==> src/rtl/readout_pkg.sv <==
// Shared definitions for the register readout streamer: default digit
// width, FSM state encodings and the counter sizing helper.
package readout_pkg;

    localparam int DIGIT_W_DEF = 4;

    typedef enum logic [1:0] {
        ST_IDLE = 2'd0,
        ST_SEND = 2'd1,
        ST_DONE = 2'd2
    } state_t;

    // Smallest number of bits able to index 'value' distinct codes (min 1).
    function automatic int clog2(input int value);
        int r;
        r = 0;
        while ((1 << r) < value) begin
            r++;
        end
        return (r < 1) ? 1 : r;
    endfunction

endpackage

==> src/rtl/reg_readout.sv <==
// Reader side of the 16-bit load register. On start it snapshots the
// input word and streams it out one digit per valid/ready transfer, MSB
// digit first, then pulses done.
// Optional build macro SIGNED_EN: treat the word as two's complement,
// stream its magnitude and prefix a sign digit (NDIG+1 transfers).
module reg_readout
    import readout_pkg::*;
#(
    parameter int WIDTH   = 16,
    parameter int DIGIT_W = DIGIT_W_DEF
) (
    input  logic               clk,
    input  logic               rst,
    input  logic               start,
    input  logic [WIDTH-1:0]   in,
    output logic [DIGIT_W-1:0] digit,
    output logic               valid,
    input  logic               ready,
    output logic               last,
    output logic               busy,
    output logic               done
);

    localparam int NDIG = WIDTH / DIGIT_W;
    localparam int CNT_W = clog2(NDIG + 1);
`ifdef SIGNED_EN
    localparam int NXFER = NDIG + 1;
`else
    localparam int NXFER = NDIG;
`endif
    localparam logic [CNT_W-1:0] CNT_INIT = CNT_W'(NXFER - 1);

    state_t             r_state;
    logic [WIDTH-1:0]   r_shadow;
    logic [CNT_W-1:0]   r_cnt;
    logic [DIGIT_W-1:0] r_digit;
    logic               r_valid;
    logic               r_last;
    logic               r_busy;
    logic               r_done;

    state_t             w_state_nxt;
    logic [WIDTH-1:0]   w_shadow_nxt;
    logic [CNT_W-1:0]   w_cnt_nxt;
    logic [DIGIT_W-1:0] w_digit_nxt;
    logic               w_valid_nxt;
    logic               w_last_nxt;
    logic               w_busy_nxt;
    logic               w_done_nxt;
    logic               w_accept;
    logic [WIDTH-1:0]   w_capture;
    logic [WIDTH-1:0]   w_shifted;

`ifdef SIGNED_EN
    // Sign flag and a marker that the sign digit is the one being presented.
    logic               r_sign;
    logic               r_sphase;
    logic               w_sign_nxt;
    logic               w_sphase_nxt;

    // Magnitude of the two's complement word; 0x8000 maps onto itself.
    assign w_capture = in[WIDTH-1] ? (~in + WIDTH'(1)) : in;
`else
    assign w_capture = in;
`endif

    assign w_shifted = r_shadow << DIGIT_W;
    assign w_accept  = r_valid && ready;

    // State register; the only place the FSM state changes.
    // NOTE: sequential state uses non-blocking assignments so every flop
    // samples the values from before the edge, independent of block order.
    always_ff @(posedge clk or posedge rst) begin
        if (rst) begin
            r_state <= ST_IDLE;
        end else begin
            r_state <= w_state_nxt;
        end
    end

    // Next-state, datapath and next-output decode from the current state.
    // NOTE: every signal gets a default before the case so no path leaves
    // one unassigned, which would otherwise infer a latch.
    always_comb begin
        w_state_nxt  = r_state;
        w_shadow_nxt = r_shadow;
        w_cnt_nxt    = r_cnt;
        w_digit_nxt  = r_digit;
        w_valid_nxt  = 1'b0;
        w_last_nxt   = 1'b0;
        w_done_nxt   = 1'b0;
`ifdef SIGNED_EN
        w_sign_nxt   = r_sign;
        w_sphase_nxt = r_sphase;
`endif
        case (r_state)
            ST_IDLE: begin
                if (start) begin
                    w_state_nxt  = ST_SEND;
                    w_shadow_nxt = w_capture;
                    w_cnt_nxt    = CNT_INIT;
                    w_valid_nxt  = 1'b1;
                    w_last_nxt   = (CNT_INIT == '0);
`ifdef SIGNED_EN
                    w_sign_nxt   = in[WIDTH-1];
                    w_sphase_nxt = 1'b1;
                    w_digit_nxt  = DIGIT_W'(in[WIDTH-1]);
`else
                    w_digit_nxt  = w_capture[WIDTH-1 -: DIGIT_W];
`endif
                end
            end
            ST_SEND: begin
                // Without a transfer, digit/last/valid simply hold.
                w_valid_nxt = 1'b1;
                w_last_nxt  = r_last;
`ifdef SIGNED_EN
                if (r_sphase) begin
                    w_digit_nxt = DIGIT_W'(r_sign);
                end
`endif
                if (w_accept) begin
                    if (r_cnt == '0) begin
                        w_state_nxt = ST_DONE;
                        w_valid_nxt = 1'b0;
                        w_last_nxt  = 1'b0;
                        w_done_nxt  = 1'b1;
                    end else begin
                        w_cnt_nxt  = r_cnt - CNT_W'(1);
                        w_last_nxt = (r_cnt == CNT_W'(1));
`ifdef SIGNED_EN
                        if (r_sphase) begin
                            // Sign digit consumed; the unshifted MSB digit follows.
                            w_sphase_nxt = 1'b0;
                            w_digit_nxt  = r_shadow[WIDTH-1 -: DIGIT_W];
                        end else begin
                            w_shadow_nxt = w_shifted;
                            w_digit_nxt  = w_shifted[WIDTH-1 -: DIGIT_W];
                        end
`else
                        w_shadow_nxt = w_shifted;
                        w_digit_nxt  = w_shifted[WIDTH-1 -: DIGIT_W];
`endif
                    end
                end
            end
            ST_DONE: begin
                w_state_nxt = ST_IDLE;
            end
            default: begin
                // Unused encoding: fall back to IDLE on the next edge.
                w_state_nxt = ST_IDLE;
            end
        endcase
        w_busy_nxt = (w_state_nxt != ST_IDLE);
    end

    // Datapath and registered outputs; nothing combinational reaches a port.
    always_ff @(posedge clk or posedge rst) begin
        if (rst) begin
            r_shadow <= '0;
            r_cnt    <= '0;
            r_digit  <= '0;
            r_valid  <= 1'b0;
            r_last   <= 1'b0;
            r_busy   <= 1'b0;
            r_done   <= 1'b0;
`ifdef SIGNED_EN
            r_sign   <= 1'b0;
            r_sphase <= 1'b0;
`endif
        end else begin
            r_shadow <= w_shadow_nxt;
            r_cnt    <= w_cnt_nxt;
            r_digit  <= w_digit_nxt;
            r_valid  <= w_valid_nxt;
            r_last   <= w_last_nxt;
            r_busy   <= w_busy_nxt;
            r_done   <= w_done_nxt;
`ifdef SIGNED_EN
            r_sign   <= w_sign_nxt;
            r_sphase <= w_sphase_nxt;
`endif
        end
    end

    assign digit = r_digit;
    assign valid = r_valid;
    assign last  = r_last;
    assign busy  = r_busy;
    assign done  = r_done;

endmodule

==> config.mk <==
export PLATFORM = sky130hd
export DESIGN_NAME = reg_readout
export DESIGN_NICKNAME = d
export VERILOG_FILES = /design/src/rtl/readout_pkg.sv /design/src/rtl/reg_readout.sv
export SDC_FILE = /design/constraint.sdc
export NUM_CORES = 1
export LEC_CHECK = 0
export CAP_MARGIN = 20
export CORE_MARGIN = 2
export CORE_UTILIZATION = 44
export DETAILED_ROUTE_END_ITERATION = 16
export PLACE_DENSITY = 0.79
export SYNTH_ARGS = -nofsm -noshare
export SYNTH_HDL_FRONTEND = slang
export SYNTH_SLANG_ARGS = --single-unit
==> constraint.sdc <==
create_clock -name clk -period 1.58 [get_ports clk]
set_input_delay 0.237 -clock clk [delete_from_list [all_inputs] [get_ports clk]]
set_output_delay 0.237 -clock clk [all_outputs]
set_load 0.02 [all_outputs]
Word level (Yosys, flattened, before mapping). Cells that the tools add are included.

ROM bits: 0. Input port bits: 20. Bits in latches: 0. Memories: 0. Flip-flop bits (word level): 25. Output and inout bits: 8. Bits in writable memories: 0.

Bitwise logic cells: 0. $add $sub $neg: 1. Multipliers: 0. Muxes and demuxes: 26. Div/mod/pow operators: 0. Reductions and logical operators: 6. Equality and inequality tests: 5. Shift operators: 0. Magnitude comparators: 0.

Operators with widths (number): $mux W12 (3); $pmux W12 S2 (1); $mux W4 (3); $mux W1 (9); $mux W3 (3); $pmux W4 S2 (1); $mux W2 (3); $ne A2 B2 Y1 const B (3); $pmux W3 S2 (1); $pmux W2 S2 (1); $reduce_and A4 Y1 (1); $reduce_bool A2 Y1 (2); $eq A3 B1 Y1 const B (1); $logic_not A3 Y1 (1); $sub A3 B1 Y3 const B (1); $eq A2 B1 Y1 const B (1); $logic_not A2 Y1 (1); $pmux W1 S2 (1); $logic_and A1 B1 Y1 (1).

Logic depth before layout (Yosys ltp).
Depth after elaboration: 5. Depth in mapped cells: 5.

Worst setup path after synthesis. No wires, ideal clock.

Path type: register to register. From: register r_cnt[0]. To: register r_digit[0], in the netlist digit[0]. Slack: -92 ps. Setup time: 127 ps. Cell stages (with the launch flop): 6. Required time: 1453 ps. Buffers on the path: 1. Arrival: 1545 ps. Cells stage by stage: dfrtp_1 -> inv_1 -> ha_1 -> a221oi_4 -> buf_6 -> mux2_1.

Longest elaborated chain between the ends: 3.

Ends and longest elaborated chain: from (decl) (line reg_readout.sv:35) `logic [CNT_W-1:0] r_cnt;`; from (signal assigned) (line reg_readout.sv:174) `r_cnt <= w_cnt_nxt;`; $logic_not A3 Y1 (line reg_readout.sv:123) `if (r_cnt == '0) begin`; $ne A2 B2 Y1 (no line); $reduce_and A4 Y1 (no line); to (signal assigned) (line reg_readout.sv:175) `r_digit <= w_digit_nxt;`; to (decl) (line reg_readout.sv:36) `logic [DIGIT_W-1:0] r_digit;`.

Every way passes these cells. A chain may end at the register's enable or synchronous reset.

Final worst setup path.
From: register r_state[1]. To: register r_shadow[5].

Longest elaborated chain between the ends: 3.

Ends and longest elaborated chain: from (decl) (line reg_readout.sv:33) `state_t r_state;`; from (signal assigned) (line reg_readout.sv:77) `r_state <= w_state_nxt;`; $eq A2 B1 Y1 or $logic_not A2 Y1 (tied branches) (line reg_readout.sv:96) `case (r_state)`; $ne A2 B2 Y1 (no line) or $reduce_bool A2 Y1 (tied branches); $reduce_and A4 Y1 (no line); to (signal assigned) (line reg_readout.sv:173) `r_shadow <= w_shadow_nxt;`; to (decl) (line reg_readout.sv:34) `logic [WIDTH-1:0] r_shadow;`.

Parallel ways exist; a longest one is shown, timed or not.

==> results_dict.tcl <==
set metrics [dict create \
    place_ws_ns -0.210 \
    place_area_sq_um 1630 \
    cts_max_path_buffers 2 \
    dieArea_sq_um 3170 \
    leakagePower_nw 0.881 \
    synth_top_area_cell "dfrtp_1" \
    required_ns 1.79 \
    power_w 0.00388 \
    drv_cap 0 \
    synth.net_count 114 \
    yosys-top-cells-area "dfrtp_1, mux2_2, mux2_1, ha_1, a22o_1" \
    cts.root.buffer_cell "clkbuf_4" \
    dp.cells 161 \
    grt_max_degree 26 \
    internal_power_w 0.00256 \
    crit_family "compound AO/OA/AOI/OAI gates" \
    arrival_ns 1.85 \
    grt_pass1_wl_um 4150 \
    clkSinkCount 25 \
    p_seq_share_pct 28.0 \
    drt_iter0_drc 18 \
    cp_max_fo 7 \
    vias 901 \
    report.final.slew_viol_count 0 \
    worst_path_max_delay_cell "dfrtp_2" \
    nNetsFinal 162 \
    power_frac_comb_pct 64.5 \
    area_growth_pct 49.7 \
    p_clk_share_pct 7.5 \
    wire_per_inst_um 15.8 \
    synth_area_sq_um 1200 \
    die_h_um 56.3 \
    final.period_utilization_pct 103 \
    final_area_sq_um 1800 \
    crit_path_start_kind "register" \
    min_path_type "input port to asynchronous set/reset pin" \
    critPathMaxStageDelay_ns 0.48 \
    first_pass_iters 4 \
    io_buffers 27 \
    worstSetupPathType "register to register" \
    finalHoldViolations 0 \
    swShare_pct 34.1 \
    grt_pass1_vias 922 \
    clkTransAtPathRegs_ns 0.15 \
    drc_errors 0 \
    start_util_pct 47.7 \
    power_density_nw_per_um2 2160 \
    fin_crit_ns 1.64 \
    cts_tree "built" \
    routed_wirelength_um 2660 \
    rsz0062_at_grt "true" \
    ios 28 \
    ys_seq_area_share_pct 52.0 \
    finalSetupViolations 11 \
    ant_nets 0 \
    vias_per_cell 5.36 \
    endpoint_kind "register" \
    fmax_ghz 0.612 \
    finalNonFillerCells 168 \
    rows 18 \
    cts-hold-fix-buffers 0 \
    clock_skew_ns 0.0159 \
    critPathBufInv 1 \
    ys_ff_latch 25 \
    grt_usage_pct 16.2 \
    dp_hpwl_um 1860 \
    switchingPower_w 0.00132 \
    drive_gt1_share_pct 41.3 \
    clk_latency_ns 0.32 \
    irDropWorstVdd_mv 1.54 \
    violations "negative setup slack" \
    cts_buffers 3 \
    core_area_sq_um 2520 \
    gp_congestion 0.765 \
    maxSlewHeadroom_pct 75.5 \
    avgSynthCellArea_sq_um 13.2 \
    synthDistinctLibCells 24 \
    synth_top_area_share_pct 52.0 \
    overflow 0 \
    worst_slew_pin_slew_ns 0.366 \
    ys_warn_count 0 \
    antenna_found_initial 0 \
    status "complete, but fails checks" \
    n_antenna_cell 0 \
    finalWorstSetupSlack_ns -0.0552 \
    die_x_um 56.3 \
    critical_path.cell_chain "o21bai_4 -> a221oi_4 -> clkbuf_16 -> mux2_4" \
    synthCells 91 \
    h-tree-depth 1 \
]
==> synth_stat cells <==
| library cell | number |
|---|---|
| a21oi_1 | 1 |
| a221oi_4 | 1 |
| a22o_1 | 4 |
| a31oi_1 | 2 |
| and2_1 | 1 |
| and3_1 | 2 |
| buf_2 | 1 |
| buf_4 | 1 |
| buf_6 | 1 |
| dfrtp_1 | 25 |
| ha_1 | 3 |
| inv_1 | 6 |
| mux2_1 | 10 |
| mux2_2 | 16 |
| nand2_1 | 5 |
| nand2b_1 | 1 |
| nand3b_1 | 1 |
| nand4_1 | 2 |
| nor2b_1 | 2 |
| nor3_1 | 2 |
| nor3b_1 | 1 |
| o211ai_1 | 1 |
| o21bai_2 | 1 |
| o311ai_0 | 1 |
==> cells by family after synthesis <==
logic type / synth area share (%)
multiplexers: 24.3
AO/OA/AOI/OAI: 8.84
flip-flops: 52.0
AND/OR/NAND/NOR: 7.81
buffers and inverters: 3.85
adder cells (fa/ha/maj): 3.12
==> state kept, by name, summed over array words and instances (netlist names) <==
register,flops
last,1
digit,4
r_cnt,3
valid,1
busy,1
r_state,2
r_shadow,12
done,1
==> path summary, 6_finish.rpt <==
| check | start | cells after the start | slack [ns] | to |
|---|---|---|---|---|
| worst max-delay path | r_state[1] | 4 | -0.06 | r_shadow[5] |
| worst min-delay path | rst | 3 | 0.24 | r_shadow[8] |
| worst max register to register | r_state[1] | 4 | -0.06 | r_shadow[5] |
| worst min register to register | r_shadow[3] | 1 | 0.52 | r_shadow[3] |
| max in group asynchronous | rst | 3 | 1.09 | valid |
| min in group clk | in[3] | 2 | 0.51 | r_shadow[3] |
==> layer usage <==
metal  global-route usage, %  part of all wire (%)  up-vias
met5                       0                     0        -
met4                    2.04                  0.38        0
met3                    3.23                   4.3        2
met2                    28.2                    51       23
met1                    21.6                    44      451
li1                        -                     -      425
==> area by class of cell <==
type                       count  area (sq um)
sequential                    25           627
multi-input combinational     57           618
timing repair buffer          46           468
tap                           30          37.5
fill                         188           722
clock inverter                 1          5.00
inverter                       6          22.5
clock buffer                   3          22.5
==> stage by stage <==
stage / utilization, % / TNS, ns / hold slack [ns]
floorplan: - / -0.477 / 0.264
finish: 71.4 / -0.301 / 0.238
global route: 71.4 / -0.694 / 0.267
CTS: 66.7 / -0.115 / 0.250
global placement: 64.7 / -2.65 / 0.468
detailed placement: 64.7 / -3.08 / 0.475
==> worst register-to-register path: cells and delay by family (launching register included) <==
family | cells | cell delay (ns)
AO/OA/AOI/OAI | 2 | 0.50
buffers and inverters | 1 | 0.24
flip-flops | 1 | 0.48
multiplexers | 1 | 0.30
==> power by group through the flow <==
stage	Sequential (W)	Clock, W	Combinational, W
after floorplan	0.00116	0	0.00117
after CTS	0.00107	0.000295	0.00205
after global routing	0.00112	0.000319	0.00270
after detailed placement	0.00108	0	0.00196
after global placement	0.00107	0	0.00189
final	0.00109	0.000289	0.00250
==> cell usage in the layout, fill, tap and decap left out <==
cell type        instances
nand2b_4                 1
ha_4                     1
a21oi_1                  1
nor3b_1                  1
buf_6                    4
nor2b_1                  1
and2_1                   1
mux2_4                  14
nand4_1                  2
a22o_1                   4
a221oi_4                 1
and3_1                   2
mux2_2                  12
o311ai_0                 1
clkdlybuf4s50_1         23
buf_12                   1
inv_2                    2
clkbuf_16                1
o211ai_1                 1
clkbuf_4                 3
dfrtp_2                  1
ha_1                     2
nor3_1                   2
buf_4                   13
nor2b_4                  1
inv_1                    4
clkinv_2                 1
a31oi_1                  2
nand2_1                  5
dfrtp_1                 24
nand3b_1                 1
o21bai_4                 1
dlymetal6s2s_1           4
==> timing repair <==
action / 4_1_cts / 5_1_grt
pin swaps: 0 / 1
cloned: 0 / 1
resized for setup: 4 / 25
endpoints found under the setup margin: 10 / 21
setup buffers: 1 / 3
(Power assumes the default switching activity.)
